### config.mk
export PLATFORM = sky130hd
export DESIGN_NAME = serial_subtractor_ctrl_flat
export DESIGN_NICKNAME = d
export VERILOG_FILES = /design/src/rtl/serial_subtractor_ctrl_if.sv /design/src/rtl/serial_subtractor_ctrl.sv /design/src/flat_wrapper.sv
export SDC_FILE = /design/constraint.sdc
export NUM_CORES = 1
export LEC_CHECK = 0
export BUFFER_PORTS_ARGS = -buffer_cell sky130_fd_sc_hd__buf_4
export CAP_MARGIN = 10
export CORE_MARGIN = 2
export CORE_UTILIZATION = 58
export CTS_CLUSTER_SIZE = 20
export DETAILED_ROUTE_END_ITERATION = 8
export PLACE_DENSITY = 0.82
export SYNTH_ARGS = -nofsm -noshare
export SYNTH_HDL_FRONTEND = slang
export SYNTH_SLANG_ARGS = --single-unit
### constraint.sdc
create_clock -name clk -period 2 [get_ports clk]
set_input_delay 0.1 -clock clk [delete_from_list [all_inputs] [get_ports clk]]
set_output_delay 0.1 -clock clk [all_outputs]
set_load 0.01 [all_outputs]
### src/rtl/serial_subtractor_ctrl_if.sv
// Handshake and operand/result bundle for the bit-serial subtractor.
// The master issues operations; the slave (the subtractor) reports results.
interface serial_subtractor_ctrl_if #(
    parameter int WIDTH = 8
);
    logic             start;
    logic [WIDTH-1:0] A;
    logic [WIDTH-1:0] B;
    logic             ready;
    logic [WIDTH-1:0] D;
    logic             Bo;
    logic             done;

    modport master (
        output start, A, B,
        input  ready, D, Bo, done
    );

    modport slave (
        input  start, A, B,
        output ready, D, Bo, done
    );
endinterface

### src/rtl/serial_subtractor_ctrl.sv
// Bit-serial unsigned subtractor: D = A - B computed LSB first over WIDTH cycles
// through two chained half-subtractor stages and a registered borrow.
module serial_subtractor_ctrl #(
    parameter  int WIDTH = 8,
    localparam int CNT_W = $clog2(WIDTH + 1)
) (
    input logic                    clk,
    input logic                    rst,
    serial_subtractor_ctrl_if.slave bus
);

    typedef enum logic [1:0] {IDLE, RUN, DONE} state_t;

    state_t           state;
    state_t           state_next;
    logic [WIDTH-1:0] a_sh;
    logic [WIDTH-1:0] b_sh;
    logic [WIDTH-1:0] r_sh;
    logic             borrow;
    logic [CNT_W-1:0] cnt;
    logic [WIDTH-1:0] d_q;
    logic             bo_q;
    logic             done_q;

    logic d1;
    logic b1;
    logic d;
    logic b2;
    logic bout;
    logic last_bit;

    assign last_bit  = (cnt == CNT_W'(WIDTH - 1));
    assign bus.ready = (state == IDLE) && !rst;
    assign bus.D     = d_q;
    assign bus.Bo    = bo_q;
    assign bus.done  = done_q;

    always_comb begin
        d1         = a_sh[0] ^ b_sh[0];
        b1         = ~a_sh[0] & b_sh[0];
        d          = d1 ^ borrow;
        b2         = ~d1 & borrow;
        bout       = b1 | b2;
        state_next = state;
        case (state)
            IDLE:    if (bus.start) state_next = RUN;
            RUN:     if (last_bit)  state_next = DONE;
            DONE:    state_next = IDLE;
            default: state_next = IDLE;
        endcase
    end

    always_ff @(posedge clk) begin
        if (rst) state <= IDLE;
        else     state <= state_next;
    end

    // The counter wraps to 0 on the last bit so it never reads WIDTH.
    always_ff @(posedge clk) begin
        if (rst) begin
            a_sh   <= '0;
            b_sh   <= '0;
            r_sh   <= '0;
            borrow <= 1'b0;
            cnt    <= '0;
            d_q    <= '0;
            bo_q   <= 1'b0;
            done_q <= 1'b0;
        end else begin
            done_q <= 1'b0;
            case (state)
                IDLE: begin
                    if (bus.start) begin
                        a_sh   <= bus.A;
                        b_sh   <= bus.B;
                        borrow <= 1'b0;
                        cnt    <= '0;
                    end
                end
                RUN: begin
                    r_sh   <= {d, r_sh[WIDTH-1:1]};
                    a_sh   <= a_sh >> 1;
                    b_sh   <= b_sh >> 1;
                    borrow <= bout;
                    cnt    <= last_bit ? '0 : cnt + CNT_W'(1);
                    if (last_bit) begin
                        d_q    <= {d, r_sh[WIDTH-1:1]};
                        bo_q   <= bout;
                        done_q <= 1'b1;
                    end
                end
                default: ;
            endcase
        end
    end

endmodule

### src/flat_wrapper.sv
// flat-port wrapper written by rule: the top's interface ports become plain ports
module serial_subtractor_ctrl_flat 
#(
    parameter  int WIDTH = 8,
    localparam int CNT_W = $clog2(WIDTH + 1)
)
  (clk, rst, bus_start, bus_A, bus_B, bus_ready, bus_D, bus_Bo, bus_done);
  serial_subtractor_ctrl_if #(.WIDTH(WIDTH)) bus_i ();
  input logic clk;
  input logic rst;
  input wire logic [$bits(bus_i.start)-1:0] bus_start;
  input wire logic [$bits(bus_i.A)-1:0] bus_A;
  input wire logic [$bits(bus_i.B)-1:0] bus_B;
  output wire logic [$bits(bus_i.ready)-1:0] bus_ready;
  output wire logic [$bits(bus_i.D)-1:0] bus_D;
  output wire logic [$bits(bus_i.Bo)-1:0] bus_Bo;
  output wire logic [$bits(bus_i.done)-1:0] bus_done;
  assign bus_i.start = bus_start;
  assign bus_i.A = bus_A;
  assign bus_i.B = bus_B;
  assign bus_ready = bus_i.ready;
  assign bus_D = bus_i.D;
  assign bus_Bo = bus_i.Bo;
  assign bus_done = bus_i.done;
  serial_subtractor_ctrl #(.WIDTH(WIDTH)) u_core (.clk(clk), .rst(rst), .bus(bus_i));
endmodule
# Yosys cells after proc, flatten, opt, wreduce, memory -nomap -nowiden
# Index checks and enable logic that the tools add are counted.
# totals
latchBits	0
in_bits	19
mem_count	0
output_inout_bits	11
register_bits	41
mem_bits_rw	0
mem_bits_ro	0
wordCells	43
# classes
bitwise	8
mux	13
add_sub_neg	1
magnitude_cmp	0
mul	0
shifts	0
div_mod_pow	0
reduce_logical	8
eq_ne	4
# ops
operator	n
case mux 8 bit (2 select lines)	2
two-way mux 8 bit	2
two-way mux 4 bit	2
case mux 4 bit (2 select lines)	1
AND reduction 2 bit	3
adder 4 x 1 -> 4 bit (second input constant)	1
equality test 4 x 3 -> 1 bit (second input constant)	1
two-way mux 2 bit	2
case mux 2 bit (2 select lines)	1
inverter 1 bit	3
bitwise AND 1 bit	2
equality test 2 x 1 -> 1 bit (second input constant)	1
logical NOT 2 bit	1
two-way mux 1 bit	2
!= test 2 x 1 -> 1 bit (second input constant)	1
!= test 2 bit (second input constant)	1
case mux 1 bit (2 select lines)	1
nonzero test 2 bit	1
OR reduction 2 bit	1
XOR 1 bit	2
logical AND 1 bit	1
logical NOT 1 bit	1
OR 1 bit	1

# Logic depth before layout (Yosys ltp)
# Gate-level depths: netlist of run 1.
# depth
depth_word	5
depth_mapped	6
ltp_nobuf	4

# Worst setup path before layout of run 1
# Ideal clock, no wire load.
# synth_timing
path_kind	reg-to-reg
from	register u_core.cnt[0]
to	register u_core.cnt[3]
arrival_ps	1287
required_time_ps	1926
setup_time_ps	74
path_stages_with_launch	5
period_less_slack_ps	1361
path_slack_ps	639
n_path_buf	0
path_cell_list	dfxtp_1 ha_1 and3b_1 or4_1 a31oi_1
# synth_between
elab_chain_len	3
word_cells_on_any_way	4
cone_classes	add/sub: 1; eq/ne: 1; mux: 2
# synth_lines
element	line_no	rtl
from (decl)	serial_subtractor_ctrl.sv:20	logic [CNT_W-1:0] cnt;
from (signal assigned)	serial_subtractor_ctrl.sv:85	cnt <= last_bit ? '0 : cnt + CNT_W'(1);
adder 4 x 1 -> 4 bit or equality test 4 x 3 -> 1 bit (tied branches)	serial_subtractor_ctrl.sv:85, serial_subtractor_ctrl.sv:32	
two-way mux 4 bit *	serial_subtractor_ctrl.sv:85	
case mux 4 bit (2 select lines) *	serial_subtractor_ctrl.sv:71	case (state)
# Mark *: on every way between the ends. The rest lies on a longest branch, timed or not.
# A chain may end at the register's enable or synchronous reset.

# Worst setup path after layout of run 1
# Same ends and word-level chain as after synthesis.

==> impl_results.md, run 1 <==
* Status: complete, no violations
* GRT Total Usage at 23.0%
* First-pass DRT Iterations at 4
* Initial antenna violation count at 0
* Final net count at roughly 240
* Critical path startpoint category: register
* Share of layout cells above drive strength 1 at between 10% and 20%
* Diodes inserted at 0
* Yosys reg bits at 40
* RSZ-0062 raised after global routing: no
* Max Clk Rate at between 600 and 700 MHz
* Hold_buf cts at 0
* Largest net degree at the start of global routing at 42
* Die Span Y at 58.1 um
* CP bufs+invs at 0
* CP Class: reg2reg
* Clk_skew at between 0.01 and 0.015 ns
* Final period util at 81.7%
* Worst-path fanout max at 12
* Synth Cell Area at 1700 um2
* Boundary pin count at 30
* Setup tns final at 0 ns
* HPWL after DPL at 2260 um
* Crit-path max cell delay at roughly 0.51 ns
* Post-synthesis sequential area ratio at roughly 47%
* Root Driver: clkbuf_4
* Simple-gate share of the synthesized area at 23.6%
* DRC marker count from the first detailed-route iteration at 87
* Synth Area in XOR/XNOR at 0%
* Synthesis Warnings at 0
* CTS tree: done
* Chip width at 58.1 um
* Crit end category: register
* Routed WL at roughly 3400 um
* Area delta synth->final at 14.4%
* Clock Latency Late Sink at 0.36 ns
* First-pass GRT wire length at 5950 um
* Worst min path class: in2reg
* Post-synthesis adder-cell area fraction at 1.91%
* Crit-path cells: ha_1, and3b_1, or4_1, a31oi_1
* Gr ovfl total at 0
* Routed WL per cell at 13.3 um
* Max_cap viols at 0
* Vias in the first global route at 1429
* CTS Buf Count at 5
* Worst path depth at 4
* Synth cell types at 29
* CP max stage cell: or4_1
* Hold Crit Depth at 3
* Worst EP required at 2.30 ns
* Min cycle time layout at 1.63 ns
* Worst r2r path cells at 4
* Vias/cell at between 5 and 6
* Post-CTS sizing at 0
* Synth Instances at 205
* CTS Buffer Depth at 2
* # H-tree levels at 2
* CTS clk-pin slew, worst paths at 0.13 ns
* Num rows at 19
* Port bufs at 29
* Placer Congestion at slightly above 0.7
* Peak VDD IR at 0.00113 V
* Fraction of synthesized area in multiplexers at 0%
* Crit. Startpoint: u_core.cnt[0]
* CP endpoint: u_core.cnt[3]
* Crit path max-delay family: simple AND/OR/NAND/NOR gates
* Fin. Hold Viols at 0
* DRC Markers at 0
* Worst Path Arrival at 1.93 ns
* Post-CTS Setup Bufs at 0
* Total Power at 1.60 mW
* Flop2flop setup slack at 0.37 ns
* PD cells at 822 nW/um2
* Count of antenna-violating nets left after detailed routing at 0
* Sink Count at 40
* Total vias in the final route at 1474
* Reg-to-Reg End: u_core.cnt[3]
* Compound-gate portion of the synthesized area at 19.8%
* Relative slew slack at 64.4%
* Mapped Avg Cell Area at slightly above 8 um2
* Fin. max-slew vios at 0
* Static leakage at 0.747 nW
* Full die area at 3380 um2
* CORE AREA at 2780 um2
* Synth Net Count at 226
* Worst slew pin tran at 0.534 ns
* # setup viols final at 0
* Crit Reg-Reg Startpoint: u_core.cnt[0]
* Starting Density at 61.1%
* Largest family of logic cells by synthesized area: simple AND/OR/NAND/NOR gates
## cell type report
cell class / instances / area (um2)
Clock inverter: 2 / 38.8
Fill cell: 233 / 838
Timing Repair Buffer: 31 / 233
Clock buffer: 6 / 51.3
Tap cell: 31 / 38.8
Multi-Input combinational cell: 143 / 773
Inverter: 2 / 7.51
Sequential cell: 40 / 801
## per-layer routing
metal	GRT usage (%)	vias up	wire length [um]
met5	0	-	0
met4	12.0	0	60
met3	6.47	8	160
met2	39.4	34	1660
met1	25.8	687	1520
li1	-	745	-
## report_power, final
group          leakage [nW]  switching, mW  internal, mW
logic                 0.372         0.0982        0.0743
clock network        0.0484          0.270         0.299
registers             0.327         0.0241         0.832
## worst min path at each step
stage / end / startpoint / slack, ns
floorplan: u_core.a_sh[0] / bus_A[0] / 0.26
global placement: u_core.b_sh[3] / bus_B[3] / 0.38
detailed placement: u_core.b_sh[5] / bus_B[5] / 0.39
CTS: u_core.b_sh[5] / bus_B[5] / 0.01
global route: u_core.b_sh[5] / bus_B[5] / 0.006
finish: u_core.b_sh[5] / bus_B[5] / 0.01
## worst min-delay path, delay by kind of cell
family          cells  cell delay, ns
compound gates      1            0.07
simple gates        1            0.04
buf+inv             1            0.11
## cell usage in the layout, fill, tap and decap left out
cell type  netlist  layout
o21ai_0          9       9
nor2b_2          0       1
a31oi_1          1       1
dfxtp_1         40      40
fa_1             1       1
bufinv_16        0       1
nand2b_4         1       1
clkbuf_4         0       5
a2bb2oi_1        1       1
and3b_1          1       1
clkinv_4         0       1
nand3b_1         4       4
a311oi_1        15      15
nor3b_1          2       2
nand3_1         10      10
o21bai_1         1       1
clkbuf_8         0       1
o21ba_2          1       1
or3_1            1       1
nand2b_1         2       2
a22oi_1          1       1
nor3_1           3       3
ha_1             1       1
nand2_1         46      46
a21oi_1         21      21
nor2_1          17      17
buf_4            2      31
a21o_1           2       2
inv_1            2       2
or4_1            1       1
## state kept, by name, summed over array words and instances (netlist names)
signal and count:
u_core.bus.Bo 1, u_core.a_sh 8, u_core.bus.D 8, u_core.b_sh 8, u_core.bus.done 1, u_core.state 2, u_core.r_sh 7, u_core.borrow 1
u_core.cnt 4
## synthesized netlist by cell type
master     instances  area share, %
nand2_1           46             10
dfxtp_1           40             47
a21oi_1           21            6.2
nor2_1            17            3.8
a311oi_1          15            7.7
nand3_1           10            2.9
o21ai_0            9            2.7
clkbuf_1           8            1.8
buf_2              6            1.8
buf_6              4            2.7
nand3b_1           4            1.8
nor3_1             3           0.88
a21o_1             2           0.88
buf_4              2           0.88
inv_1              2           0.44
nand2b_1           2           0.74
nor3b_1            2           0.88
a22oi_1            1           0.44
a2bb2oi_1          1           0.52
a31oi_1            1           0.37
and3b_1            1           0.52
fa_1               1            1.2
ha_1               1           0.74
nand2b_4           1           0.81
nor2b_1            1           0.37
o21ba_2            1           0.59
o21bai_1           1           0.44
or3_1              1           0.37
or4_1              1           0.44
## stage by stage
| step | cell area [um2] | hold WS (ns) | worst slack (ns) | utilization [%] | std cells |
|---|---|---|---|---|---|
| floorplan | 1700 | 0.262 | 0.639 | - | 205 |
| CTS | 1940 | 0.0115 | 0.380 | 69.9 | 255 |
| global route | 1940 | 0.00573 | 0.227 | 69.9 | 255 |
| finish | 1940 | 0.00998 | 0.367 | 69.9 | 255 |
| detailed placement | 1850 | 0.388 | 0.413 | 66.6 | 247 |
| global placement | 1850 | 0.383 | 0.458 | 66.6 | 247 |
## kinds of logic (layout without fill, tap and decap cells)
group / Yosys count / count (layout)
AOI/OAI and AO/OA: 52 / 52
adders and majority gates: 2 / 2
buffers and inverters: 22 / 41
DFF: 40 / 40
and+or+nand+nor: 89 / 89
Power figures use the tool's default switching activity.
==> inputs of run 2 (changes only) <==
--- a/config.mk
+++ b/config.mk
@@ -8,10 +8,10 @@
 export BUFFER_PORTS_ARGS = -buffer_cell sky130_fd_sc_hd__buf_4
 export CAP_MARGIN = 10
 export CORE_MARGIN = 2
-export CORE_UTILIZATION = 58
+export CORE_UTILIZATION = 54
 export CTS_CLUSTER_SIZE = 20
 export DETAILED_ROUTE_END_ITERATION = 8
-export PLACE_DENSITY = 0.82
+export PLACE_DENSITY = 0.77
 export SYNTH_ARGS = -nofsm -noshare
 export SYNTH_HDL_FRONTEND = slang
 export SYNTH_SLANG_ARGS = --single-unit
==> constraint.sdc (replaced) <==
create_clock -name clk -period 1.6 [get_ports clk]
set_input_delay 0.08 -clock clk [delete_from_list [all_inputs] [get_ports clk]]
set_output_delay 0.08 -clock clk [all_outputs]
set_load 0.01 [all_outputs]
==> run 2 against run 1 <==
Critical path type unchanged. Sequential share of layout area down 2.5 points. Largest power group unchanged. Core utilization down 1.5 points. Global-route usage down 1.8 points.
==> impl_results.md, run 2 (same netlist as run 1, synthesis figures left out) <==
* Static leakage at 0.797 nW (+6.7%)
* Full die area at 3610 um2 (+6.9%)
* Global-route met3 utilization at 5.19% (-1.3 points)
* Num rows at 20 (+1)
* PD cells at 979 nW/um2 (+19%)
* Gr ovfl total at 0 (unchanged)
* Vias in the first global route at 1316 (-7.9%)
* CORE AREA at 3030 um2 (+8.9%)
* Setup tns final at 0 ns (unchanged)
* Post-CTS Setup Bufs at 0 (unchanged)
* Fin. Hold Viols at 0 (unchanged)
* CP max stage cell: or4_1
* Die Span Y at 60.1 um (+3.4%)
* CTS tree: done
* Area delta synth->final at 21.9%
* DRC marker count from the first detailed-route iteration at 91 (+4.6%)
* Min cycle time layout at 1.48 ns (-0.154 ns)
* Diodes inserted at 0 (unchanged)
* Final Worst Setup Slack at 0.121 ns (-0.246 ns)
* Most common library cell in the layout ignoring fill and taps: nand2_1
* Grt peak-use layer: met2
* Chip width at 60.1 um (+3.4%)
* RSZ-0062 raised after global routing: no
* Worst Path Arrival at 1.75 ns (-0.18 ns)
* Worst-path fanout max at 4 (-8)
* Combinational share of power at 12.5% (+1.7 points)
* Worst min path class: in2reg
* Critical path startpoint category: register
* Setup slack after placement at 0.127 ns (-0.286 ns)
* Crit end category: register
* Met2 Resource Use GR at 35.9% (-3.6 points)
* Fin. max-slew vios at 0 (unchanged)
* CTS clk-pin slew, worst paths at 0.12 ns (about the same)
* Post-Place Cell Area at 1930 um2 (+4.1%)
* Final period util at 92.5% (+11 points)
* Crit-path cells: ha_1, and3b_1, or4_1, a31oi_1
* # H-tree levels at 2 (unchanged)
* Total vias in the final route at 1507 (+2.2%)
* Clock Latency Late Sink at 0.34 ns (-0.02 ns)
* Crit path max-delay family: simple AND/OR/NAND/NOR gates
* Largest net degree at the start of global routing at 42 (unchanged)
* Reg power frac at 52.9% (-0.7 points)
* Psw at 0.491 mW (+25%)
* Initial antenna violation count at 0 (unchanged)
* CP bufs+invs at 0 (unchanged)
* Switching portion of total power at 24.2% (-0.33 points)
* Status: complete, no violations
* Final net count at 252 (+3.3%)
* CP Class: reg2reg
* DRC Markers at 0 (unchanged)
* Worst EP required at 1.87 ns (-0.43 ns)
* GRT Total Usage at 21.1% (-1.8 points)
* Sink Count at 40 (unchanged)
* Starting Density at 56.1% (-5.0 points)
* Max Clk Rate at 676 MHz (+10%)
* Clock power share at 34.6% (-1.0 points)
* First-pass DRT Iterations at 4 (unchanged)
* Peak VDD IR at 0.000801 V (-29%)
* Vias/cell at 5.46 (-5.5%)
* Relative slew slack at 71.3% (+6.8 points)
* Int Pwr at 1.54 mW (+27%)
* Most frequent cells in the layout: nand2_1 (46), dfxtp_1 (39), buf_4 (31)
* CTS Buf Count at 5 (unchanged)
* Worst slew pin tran at 0.430 ns (-0.103 ns)
* Boundary pin count at 30 (unchanged)
* Max_cap viols at 0 (unchanged)
* Count of antenna-violating nets left after detailed routing at 0 (unchanged)
* Design area at 2070 um2 (+6.6%)
* Crit-path max cell delay at 0.47 ns (-0.04 ns)
* Port bufs at 29 (unchanged)
* CTS Buffer Depth at 2 (unchanged)
* First-pass GRT wire length at 5770 um (-3.0%)
* Share of layout cells above drive strength 1 at 19.8% (+1.1 points)
* Routed WL per cell at 12.8 um (-3.8%)
* Placer Congestion at 0.808 (+12%)
* Met1 Usage GRT at 26.5% (+0.76 points)
* # setup viols final at 0 (unchanged)
* Clk_skew at 0.0125 ns (-0.00158 ns)
* # fillers at 259 (+11%)
* Total Power at 2.03 mW (+27%)
* Routed WL at 3540 um (+4.1%)
* Core Util, Final at 68.4% (-1.5 points)
* Root Driver: clkbuf_4
* HPWL after DPL at 2340 um (+3.8%)
## run 2: cell count changes in the layout (fill, tap and decap cells not counted), sizes merged
| cell | change |
|---|---|
| buf | +3 |
| dlygate4sd3 | +5 |
## run 2: cell type report
type                            instances  area [um2]  area share [%]
Multi-Input combinational cell        143         773            37.3
Timing Repair Buffer                   39         343            16.6
Sequential cell                        40         802            38.7
Inverter                                2        7.51           0.363
Clock inverter                          2        38.8            1.87
Clock buffer                            6        51.3            2.48
Tap cell                               44        55.1            2.66
## run 2: worst paths after layout
check	start	end	slack [ns]	cells after the start
worst max-delay path	u_core.cnt[0]	u_core.cnt[3]	0.12	4
worst min-delay path	bus_B[6]	u_core.b_sh[6]	0.01	3
worst max register to register	u_core.cnt[0]	u_core.cnt[3]	0.12	4
worst min register to register	u_core.r_sh[3]	u_core.r_sh[3]	0.48	2
## run 2: worst register-to-register path: stages (launching register included)
cell and delay (ns):
dfxtp_1 0.35, ha_1 0.24, and3b_1 0.22, or4_1 0.47, a31oi_1 0.13
## run 2: power by group through the flow
| stage | Combinational [mW] | Sequential, mW | Clock, mW |
|---|---|---|---|
| after floorplan | 0.174 | 1.08 | 0 |
| after global placement | 0.235 | 1.09 | 0 |
| after detailed placement | 0.243 | 1.09 | 0 |
| after CTS | 0.250 | 1.07 | 0.720 |
| after global routing | 0.283 | 1.08 | 0.762 |
| final | 0.253 | 1.07 | 0.702 |
## run 2: repair_timing
| action | CTS | global route |
|---|---|---|
| endpoints found under the hold margin | 3 | 2 |
| hold buffers | 3 | 2 |
| endpoints found under the setup margin | 0 | 1 |
| resized for setup | 0 | 1 |
## run 2: metal layers
metal,wire (um),vias up
met2,1800,38
met3,144,4
met1,1560,703
met5,0,-
met4,32,0
li1,-,762
## run 2: per-stage QoR
step | hold slack (ns) | std cells
floorplan | 0.242 | 205
global placement | 0.362 | 263
detailed placement | 0.366 | 263
CTS | 0.00173 | 274
global route | 0.00297 | 276
finish | 0.00969 | 276
